File: src/rtl/axi_mem_pkg.sv
// Shared encodings and constants for the AXI ROM read front end.
package axi_mem_pkg;

  localparam logic [1:0] BURST_FIXED = 2'd0;
  localparam logic [1:0] BURST_INCR  = 2'd1;
  localparam logic [1:0] BURST_WRAP  = 2'd2;

  localparam logic [1:0] RESP_OKAY   = 2'd0;
  localparam logic [1:0] RESP_SLVERR = 2'd2;

  // One ROM word is 16 bytes, so byte addresses shift right by 4.
  localparam int BEAT_SHIFT = 4;

  typedef enum logic {IDLE, BURST} state_t;

  function automatic logic wrap_len_ok(input logic [7:0] len);
    return (len == 8'd1) || (len == 8'd3) || (len == 8'd7) || (len == 8'd15);
  endfunction

endpackage

File: src/rtl/axi_rom_rd_ctrl_if.sv
// AXI4 AR and R channel bundle between the interconnect master and the ROM front end.
interface axi_rom_rd_ctrl_if #(
  parameter int ADDR_WD = 32,
  parameter int DATA_WD = 128,
  parameter int ID_WD   = 4
);
  logic               arvalid;
  logic               arready;
  logic [ADDR_WD-1:0] araddr;
  logic [ID_WD-1:0]   arid;
  logic [7:0]         arlen;
  logic [2:0]         arsize;
  logic [1:0]         arburst;
  logic               rvalid;
  logic               rready;
  logic [DATA_WD-1:0] rdata;
  logic [ID_WD-1:0]   rid;
  logic [1:0]         rresp;
  logic               rlast;

  modport master (
    output arvalid, araddr, arid, arlen, arsize, arburst, rready,
    input  arready, rvalid, rdata, rid, rresp, rlast
  );

  modport slave (
    input  arvalid, araddr, arid, arlen, arsize, arburst, rready,
    output arready, rvalid, rdata, rid, rresp, rlast
  );
endinterface

File: src/rtl/axi_rom_rd_buf.sv
// Two-entry FIFO holding packed {rdata, rid, rresp, rlast} beats awaiting the R handshake.
module axi_rom_rd_buf #(
  parameter int WIDTH = 135
) (
  input  logic             clk,
  input  logic             rst,
  input  logic             i_push,
  input  logic             i_pop,
  input  logic [WIDTH-1:0] i_wdata,
  output logic [WIDTH-1:0] o_rdata,
  output logic [1:0]       o_count
);

  logic [WIDTH-1:0] r_ent0;
  logic [WIDTH-1:0] r_ent1;
  logic             r_wptr;
  logic             r_rptr;
  logic [1:0]       r_count;

  always_ff @(posedge clk or posedge rst) begin
    if (rst) begin
      r_ent0  <= '0;
      r_ent1  <= '0;
      r_wptr  <= 1'b0;
      r_rptr  <= 1'b0;
      r_count <= 2'd0;
    end else begin
      if (i_push) begin
        if (r_wptr) r_ent1 <= i_wdata;
        else        r_ent0 <= i_wdata;
        r_wptr <= ~r_wptr;
      end
      if (i_pop) r_rptr <= ~r_rptr;
      case ({i_push, i_pop})
        2'b10:   r_count <= r_count + 2'd1;
        2'b01:   r_count <= r_count - 2'd1;
        default: r_count <= r_count;
      endcase
    end
  end

  assign o_rdata = r_rptr ? r_ent1 : r_ent0;
  assign o_count = r_count;

endmodule

File: src/rtl/axi_rom_rd_ctrl.sv
// AXI4 read front end for the 2048x128 ROM: walks burst addresses, issues reads
// under a two-beat credit, and returns R beats through a small buffer.
module axi_rom_rd_ctrl
  import axi_mem_pkg::*;
#(
  parameter int ADDR_WD    = 32,
  parameter int DATA_WD    = 128,
  parameter int ID_WD      = 4,
  parameter int DEPTH_LOG2 = 11
) (
  input  logic                clk,
  input  logic                rst,
  axi_rom_rd_ctrl_if.slave    bus,
  output logic [ADDR_WD-1:0]  rom_addr,
  output logic                rom_rd_en,
  input  logic [DATA_WD-1:0]  rom_rdata
);

  localparam int ENT_WD = DATA_WD + ID_WD + 3;

  state_t                r_state;
  state_t                w_state_nxt;
  logic [ID_WD-1:0]      r_id;
  logic [1:0]            r_burst;
  logic                  r_err;
  logic                  r_oor;
  logic [DEPTH_LOG2-1:0] r_idx;
  logic [DEPTH_LOG2-1:0] r_wrap_mask;
  logic [DEPTH_LOG2-1:0] w_idx_nxt;
  logic [8:0]            r_issue_left;
  logic [8:0]            r_beats_left;
  logic                  r_inflight;
  logic [ADDR_WD-1:0]    r_rom_addr;
  logic                  w_ar_hs;
  logic                  w_pop;
  logic                  w_issue;
  logic                  w_credit_ok;
  logic                  w_arready;
  logic                  w_ar_oor;
  logic                  w_ar_bad_burst;
  logic                  w_ar_bad_wrap;
  logic [1:0]            w_buf_count;
  logic [DATA_WD-1:0]    w_push_data;
  logic [1:0]            w_push_resp;
  logic [ENT_WD-1:0]     w_buf_wdata;
  logic [ENT_WD-1:0]     w_buf_rdata;
  logic                  w_unused_ok;

  assign w_ar_hs        = bus.arvalid & w_arready;
  assign w_pop          = bus.rvalid & bus.rready;
  assign bus.arready    = w_arready;
  assign w_ar_oor       = |bus.araddr[ADDR_WD-1:DEPTH_LOG2+BEAT_SHIFT];
  assign w_ar_bad_burst = (bus.arburst == 2'd3);
  assign w_ar_bad_wrap  = (bus.arburst == BURST_WRAP) && !wrap_len_ok(bus.arlen);
  assign w_unused_ok    = ^{bus.arsize, bus.araddr[BEAT_SHIFT-1:0]};

  // A beat popped this cycle frees its slot in time for a new read to land behind it.
  assign w_credit_ok = ({1'b0, w_buf_count} + {2'b00, r_inflight}) < (3'd2 + {2'b00, w_pop});

  always_ff @(posedge clk or posedge rst) begin
    if (rst) r_state <= IDLE;
    else     r_state <= w_state_nxt;
  end

  always_comb begin
    w_state_nxt = r_state;
    w_arready   = 1'b0;
    w_issue     = 1'b0;
    case (r_state)
      IDLE: begin
        w_arready = 1'b1;
        if (bus.arvalid) w_state_nxt = BURST;
      end
      BURST: begin
        w_issue = (r_issue_left != 9'd0) && w_credit_ok;
        if (w_pop && bus.rlast) w_state_nxt = IDLE;
      end
      default: w_state_nxt = IDLE;
    endcase
  end

  always_comb begin
    w_idx_nxt = r_idx + DEPTH_LOG2'(1);
    case (r_burst)
      BURST_FIXED: w_idx_nxt = r_idx;
      BURST_WRAP:  w_idx_nxt = (r_idx & ~r_wrap_mask) | ((r_idx + DEPTH_LOG2'(1)) & r_wrap_mask);
      default:     w_idx_nxt = r_idx + DEPTH_LOG2'(1);
    endcase
  end

  // Out-of-range bursts still consume credit and issue slots, they just never touch the ROM.
  assign rom_rd_en = w_issue & ~r_oor;
  assign rom_addr  = rom_rd_en ? ADDR_WD'(r_idx) : r_rom_addr;

  always_ff @(posedge clk or posedge rst) begin
    if (rst) begin
      r_id         <= '0;
      r_burst      <= BURST_INCR;
      r_err        <= 1'b0;
      r_oor        <= 1'b0;
      r_idx        <= '0;
      r_wrap_mask  <= '0;
      r_issue_left <= '0;
      r_beats_left <= '0;
      r_inflight   <= 1'b0;
      r_rom_addr   <= '0;
    end else begin
      r_inflight <= w_issue;
      if (w_ar_hs) begin
        r_id         <= bus.arid;
        r_burst      <= (w_ar_bad_burst || w_ar_bad_wrap) ? BURST_INCR : bus.arburst;
        r_err        <= w_ar_oor | w_ar_bad_burst | w_ar_bad_wrap;
        r_oor        <= w_ar_oor;
        r_idx        <= bus.araddr[DEPTH_LOG2+BEAT_SHIFT-1:BEAT_SHIFT];
        r_wrap_mask  <= DEPTH_LOG2'(bus.arlen);
        r_issue_left <= {1'b0, bus.arlen} + 9'd1;
        r_beats_left <= {1'b0, bus.arlen} + 9'd1;
      end
      if (w_issue) begin
        r_idx        <= w_idx_nxt;
        r_issue_left <= r_issue_left - 9'd1;
      end
      if (r_inflight) r_beats_left <= r_beats_left - 9'd1;
      if (rom_rd_en)  r_rom_addr   <= rom_addr;
    end
  end

  assign w_push_data = r_oor ? '0 : rom_rdata;
  assign w_push_resp = r_err ? RESP_SLVERR : RESP_OKAY;
  assign w_buf_wdata = {w_push_data, r_id, w_push_resp, (r_beats_left == 9'd1)};

  axi_rom_rd_buf #(
    .WIDTH(ENT_WD)
  ) u_buf (
    .clk     (clk),
    .rst     (rst),
    .i_push  (r_inflight),
    .i_pop   (w_pop),
    .i_wdata (w_buf_wdata),
    .o_rdata (w_buf_rdata),
    .o_count (w_buf_count)
  );

  assign bus.rvalid = (w_buf_count != 2'd0);
  assign {bus.rdata, bus.rid, bus.rresp, bus.rlast} = w_buf_rdata;

endmodule

File: src/flat_wrapper.sv
// flat-port wrapper written by rule: the top's interface ports become plain ports
module axi_rom_rd_ctrl_flat import axi_mem_pkg::*;
#(
  parameter int ADDR_WD    = 32,
  parameter int DATA_WD    = 128,
  parameter int ID_WD      = 4,
  parameter int DEPTH_LOG2 = 11
)
  (clk, rst, rom_addr, rom_rd_en, rom_rdata, bus_arvalid, bus_araddr, bus_arid, bus_arlen, bus_arsize, bus_arburst, bus_rready, bus_arready, bus_rvalid, bus_rdata, bus_rid, bus_rresp, bus_rlast);
  axi_rom_rd_ctrl_if #(.ADDR_WD(ADDR_WD), .DATA_WD(DATA_WD), .ID_WD(ID_WD)) bus_i ();
  input  logic clk;
  input  logic rst;
  output logic [ADDR_WD-1:0] rom_addr;
  output logic rom_rd_en;
  input  logic [DATA_WD-1:0] rom_rdata;
  input wire logic [$bits(bus_i.arvalid)-1:0] bus_arvalid;
  input wire logic [$bits(bus_i.araddr)-1:0] bus_araddr;
  input wire logic [$bits(bus_i.arid)-1:0] bus_arid;
  input wire logic [$bits(bus_i.arlen)-1:0] bus_arlen;
  input wire logic [$bits(bus_i.arsize)-1:0] bus_arsize;
  input wire logic [$bits(bus_i.arburst)-1:0] bus_arburst;
  input wire logic [$bits(bus_i.rready)-1:0] bus_rready;
  output wire logic [$bits(bus_i.arready)-1:0] bus_arready;
  output wire logic [$bits(bus_i.rvalid)-1:0] bus_rvalid;
  output wire logic [$bits(bus_i.rdata)-1:0] bus_rdata;
  output wire logic [$bits(bus_i.rid)-1:0] bus_rid;
  output wire logic [$bits(bus_i.rresp)-1:0] bus_rresp;
  output wire logic [$bits(bus_i.rlast)-1:0] bus_rlast;
  assign bus_i.arvalid = bus_arvalid;
  assign bus_i.araddr = bus_araddr;
  assign bus_i.arid = bus_arid;
  assign bus_i.arlen = bus_arlen;
  assign bus_i.arsize = bus_arsize;
  assign bus_i.arburst = bus_arburst;
  assign bus_i.rready = bus_rready;
  assign bus_arready = bus_i.arready;
  assign bus_rvalid = bus_i.rvalid;
  assign bus_rdata = bus_i.rdata;
  assign bus_rid = bus_i.rid;
  assign bus_rresp = bus_i.rresp;
  assign bus_rlast = bus_i.rlast;
  axi_rom_rd_ctrl #(.ADDR_WD(ADDR_WD), .DATA_WD(DATA_WD), .ID_WD(ID_WD), .DEPTH_LOG2(DEPTH_LOG2)) u_core (.clk(clk), .rst(rst), .bus(bus_i), .rom_addr(rom_addr), .rom_rd_en(rom_rd_en), .rom_rdata(rom_rdata));
endmodule
File: config.mk
export PLATFORM = sky130hd
export DESIGN_NAME = axi_rom_rd_ctrl_flat
export DESIGN_NICKNAME = d
export VERILOG_FILES = /design/src/rtl/axi_mem_pkg.sv /design/src/rtl/axi_rom_rd_ctrl_if.sv /design/src/rtl/axi_rom_rd_buf.sv /design/src/rtl/axi_rom_rd_ctrl.sv /design/src/flat_wrapper.sv
export SDC_FILE = /design/constraint.sdc
export NUM_CORES = 1
export LEC_CHECK = 0
export BUFFER_PORTS_ARGS = -buffer_cell sky130_fd_sc_hd__buf_2
export CAP_MARGIN = 20
export CORE_MARGIN = 3
export CORE_UTILIZATION = 59
export DETAILED_ROUTE_END_ITERATION = 7
export GPL_TIMING_DRIVEN = 1
export PLACE_DENSITY_LB_ADDON = 0.1
export SLEW_MARGIN = 0
export SYNTH_ARGS = -nofsm -noshare
export SYNTH_HDL_FRONTEND = slang
export SYNTH_SLANG_ARGS = --single-unit
export TNS_END_PERCENT = 10
File: constraint.sdc
create_clock -name clk -period 17.3 [get_ports clk]
set_input_delay 1.73 -clock clk [delete_from_list [all_inputs] [get_ports clk]]
set_output_delay 1.73 -clock clk [all_outputs]
set_load 0.02 [all_outputs]
==> impl_metrics.json <==
{
  "status": "finished, final reports clean",
  "die_x_um": 171,
  "clock_sinks": 351,
  "ys_top_cells_by_area": "dfrtp_1, mux2_2, o21ai_0, nand2_1, nand2b_1",
  "crit_fanout": 65,
  "drt-total-wl_mm": 38.5,
  "yosys.area_share.xor_xnor": 0.00818,
  "power_frac_clock": 0.279,
  "setup_viol": 0,
  "yosys-mux-area-fraction": 0.116,
  "synth_flop_cell": "dfrtp_1",
  "p_seq_frac": 0.381,
  "fin_crit_sh": 0.323,
  "final_layout_size_suffix_gt1_frac": 0.315,
  "yosys_warnings": 0,
  "clk-insertion-delay-late_ns": 0.52,
  "ys_seq_elements": 351,
  "seqCellArea_um2": 8790,
  "hold_path_class": "flop to flop",
  "layout_setup_ws_ns": 11.72,
  "synth_top_cell_area_share": 0.545,
  "start_kind": "flop",
  "arrival_ns": 3.85,
  "start_util": 0.608,
  "clkSlewWorstSetupHoldPaths_ns": 0.06,
  "finalInstanceArea_um2": 19200,
  "end_kind": "output pin",
  "nets": 2060,
  "io_buffers": 342,
  "die-area_um2": 29200,
  "swShare": 0.368,
  "cts_tree": "done",
  "hold_viol_final": 0,
  "grt_overflow": 0,
  "grt_antenna_before_repair": 11,
  "nFillCells": 1998,
  "synth_fa_ha_area_frac": 0.00701,
  "cts_max_path_buffers": 3,
  "die_h_um": 171,
  "grt_pass1_vias": 12000,
  "path_class": "flop to output pin",
  "synth-compound-area-share": 0.118,
  "synthSimpleGateAreaFrac": 0.171,
  "max-vdd-ir-drop_mv": 0.135,
  "use_met1": 0.348,
  "std_cell_rows": 59,
  "cts_made_buffers": 38,
  "internal_power_mw": 1.91,
  "grt_pass1_wl_mm": 60.6,
  "netlist_area_um2": 16100,
  "worstPathRequired_ns": 15.57,
  "grt_usage": 0.256,
  "area_growth_pct": 19.7,
  "antenna_left": 0,
  "syn_nets": 1774,
  "synth_top_family_by_area": "simple AND/OR/NAND/NOR gates",
  "timing.max_cap.violations": 0,
  "max_slew_margin": 0.291,
  "leakagePower_nw": 9.45,
  "use_met2": 0.425,
  "use_met3": 0.0367,
  "first_pass_iters": 5,
  "post-cts-setup-buffers": 0,
  "ys_seq_area_frac": 0.547,
  "power_density_nw_per_um2": 157,
  "viasPerCell": 5.48,
  "drt_iter0_drc": 821,
  "final-max-slew-violation-count": 0,
  "multi_input_area_um2": 6770,
  "cts-htree-levels": 2,
  "holdBufCountCts": 0,
  "yosys.area.top_type": "dfrtp_1",
  "gp_routability_congestion": 0.841,
  "vias": 12300,
  "synthArstFlopShare": 1.00,
  "fin_crit_ns": 5.58,
  "rsz0062_at_grt": "false",
  "tightest_slew_ns": 1.06,
  "synth_edf_count": 0,
  "netlist_instances": 1584,
  "wire_per_inst_um": 17.1,
  "post_cts_resized": 0,
  "hold_slack_ns": 0.473,
  "fmax_mhz": 179,
  "core-area_um2": 26400,
  "drc_errors": 0,
  "p_switching_mw": 1.11,
  "synth_cell_types": 55,
  "setup_tns_ns": 0,
  "io_pins": 351,
  "synth.avg_cell_area_um2": 10.1,
  "skew_ns": 0.0135,
  "pwr-share-comb": 0.340,
  "place_area_um2": 17900,
  "busiest_layer": "met2",
  "utilization": 0.728,
  "dp_hpwl_mm": 24.4,
  "dp_slack_ns": 11.80,
  "grt_max_degree": 186,
  "cts-root-buf": "clkbuf_16"
}
==> path summary, 6_finish.rpt <==
path	startpoint	end	slack [ns]	cells past startpoint
max in group asynchronous	rst	u_core.r_oor	14.42	3
hold / removal	u_core.u_buf.r_ent1[38]	u_core.u_buf.r_ent1[38]	0.47	2
hold reg to reg	u_core.u_buf.r_ent1[38]	u_core.u_buf.r_ent1[38]	0.47	2
min in group asynchronous	rst	u_core.u_buf.r_ent1[91]	1.32	2
setup reg to reg	u_core.r_inflight	u_core.u_buf.r_ent0[5]	13.82	4
setup / recovery	u_core.r_inflight	rom_addr[8]	11.72	9
==> sequential cells by signal, summed over array words and instances, names as in the netlist, 2 cells and up, named ones only <==
name	flops
u_core.u_buf.r_ent0	134
u_core.r_burst	2
u_core.r_id	4
u_core.r_rom_addr	32
u_core.r_wrap_mask	8
u_core.u_buf.o_count	2
u_core.r_issue_left	9
u_core.r_idx	4
u_core.u_buf.r_ent1	134
u_core.r_beats_left	9
==> placed cells by master, fill, tap and decap left out, drive strengths merged, types with 7 or more instances in the layout <==
master	instances
inv	16
dfrtp	350
o211ai	11
o311ai	12
nor3	7
clkbuf	59
o21ai	269
nand3	25
ha	9
nor2b	42
xnor2	9
nand2	315
a21oi	18
nand2b	132
mux2	166
diode	10
buf	356
nor2	29
==> layout make-up <==
cell class	instances	share of cell area
flip-flops and latches	351	0.457
multi-input cells	1107	0.352
repair buffers	356	0.0961
clock buffers	59	0.0605
well taps	335	0.0218
clock inverters	10	0.00793
inverters	16	0.00351
diodes	10	0.00130
==> kinds of logic (layout without fill, tap and decap cells) <==
group | count (synthesis) | in the layout
buffers and inverters | 126 | 441
XOR/XNOR | 15 | 15
multiplexers | 166 | 166
flip-flops | 351 | 351
other | 1 | 11
AO/OA/AOI/OAI | 341 | 341
AND/OR/NAND/NOR | 575 | 575
adder cells (fa/ha/maj) | 9 | 9
==> per-stage QoR <==
| step | cells | power, mW |
|---|---|---|
| 2_1_floorplan | 1584 | 1.92 |
| 3_3_place_gp | 2164 | 2.15 |
| 3_5_place_dp | 2164 | 2.19 |
| 4_1_cts | 2233 | 3.04 |
| 5_1_grt | 2242 | 3.20 |
| 6_report | 2244 | 3.02 |
==> critical path, cell delays in order, from the launching register on <==
cell	delay, ns
dfrtp_1	0.63
ha_1	0.32
ha_1	0.23
or3b_4	0.39
o32ai_4	0.24
nand2_4	0.26
nor2_4	0.13
buf_4	0.51
mux2_2	0.42
buf_2	0.16
==> power groups by stage <==
stage	Clock (mW)	Combinational [mW]	Sequential, mW
after floorplan	0	0.816	1.10
after global placement	0	1.00	1.15
after detailed placement	0	1.02	1.16
after CTS	0.857	1.03	1.15
after global routing	0.894	1.13	1.18
final	0.843	1.03	1.15
==> synthesized netlist by cell type, types with 11 or more instances <==
cell	number
buf_2	12
o311ai_0	11
nand2_1	314
nor2b_1	42
clkbuf_1	87
mux2_2	166
nand3_1	25
nand2b_1	132
a21oi_1	18
inv_1	16
o211ai_1	11
o21ai_0	268
dfrtp_1	350
nor2_1	28
==> metal layers <==
layer / wire length [um] / share of wire / up-vias
met3: 2130 / 0.055 / 67
met1: 16300 / 0.42 / 5912
met5: 25 / 0.00065 / -
met4: 1110 / 0.029 / 4
met2: 18900 / 0.49 / 365
li1: - / - / 5957
Power figures use the tool's default switching activity.
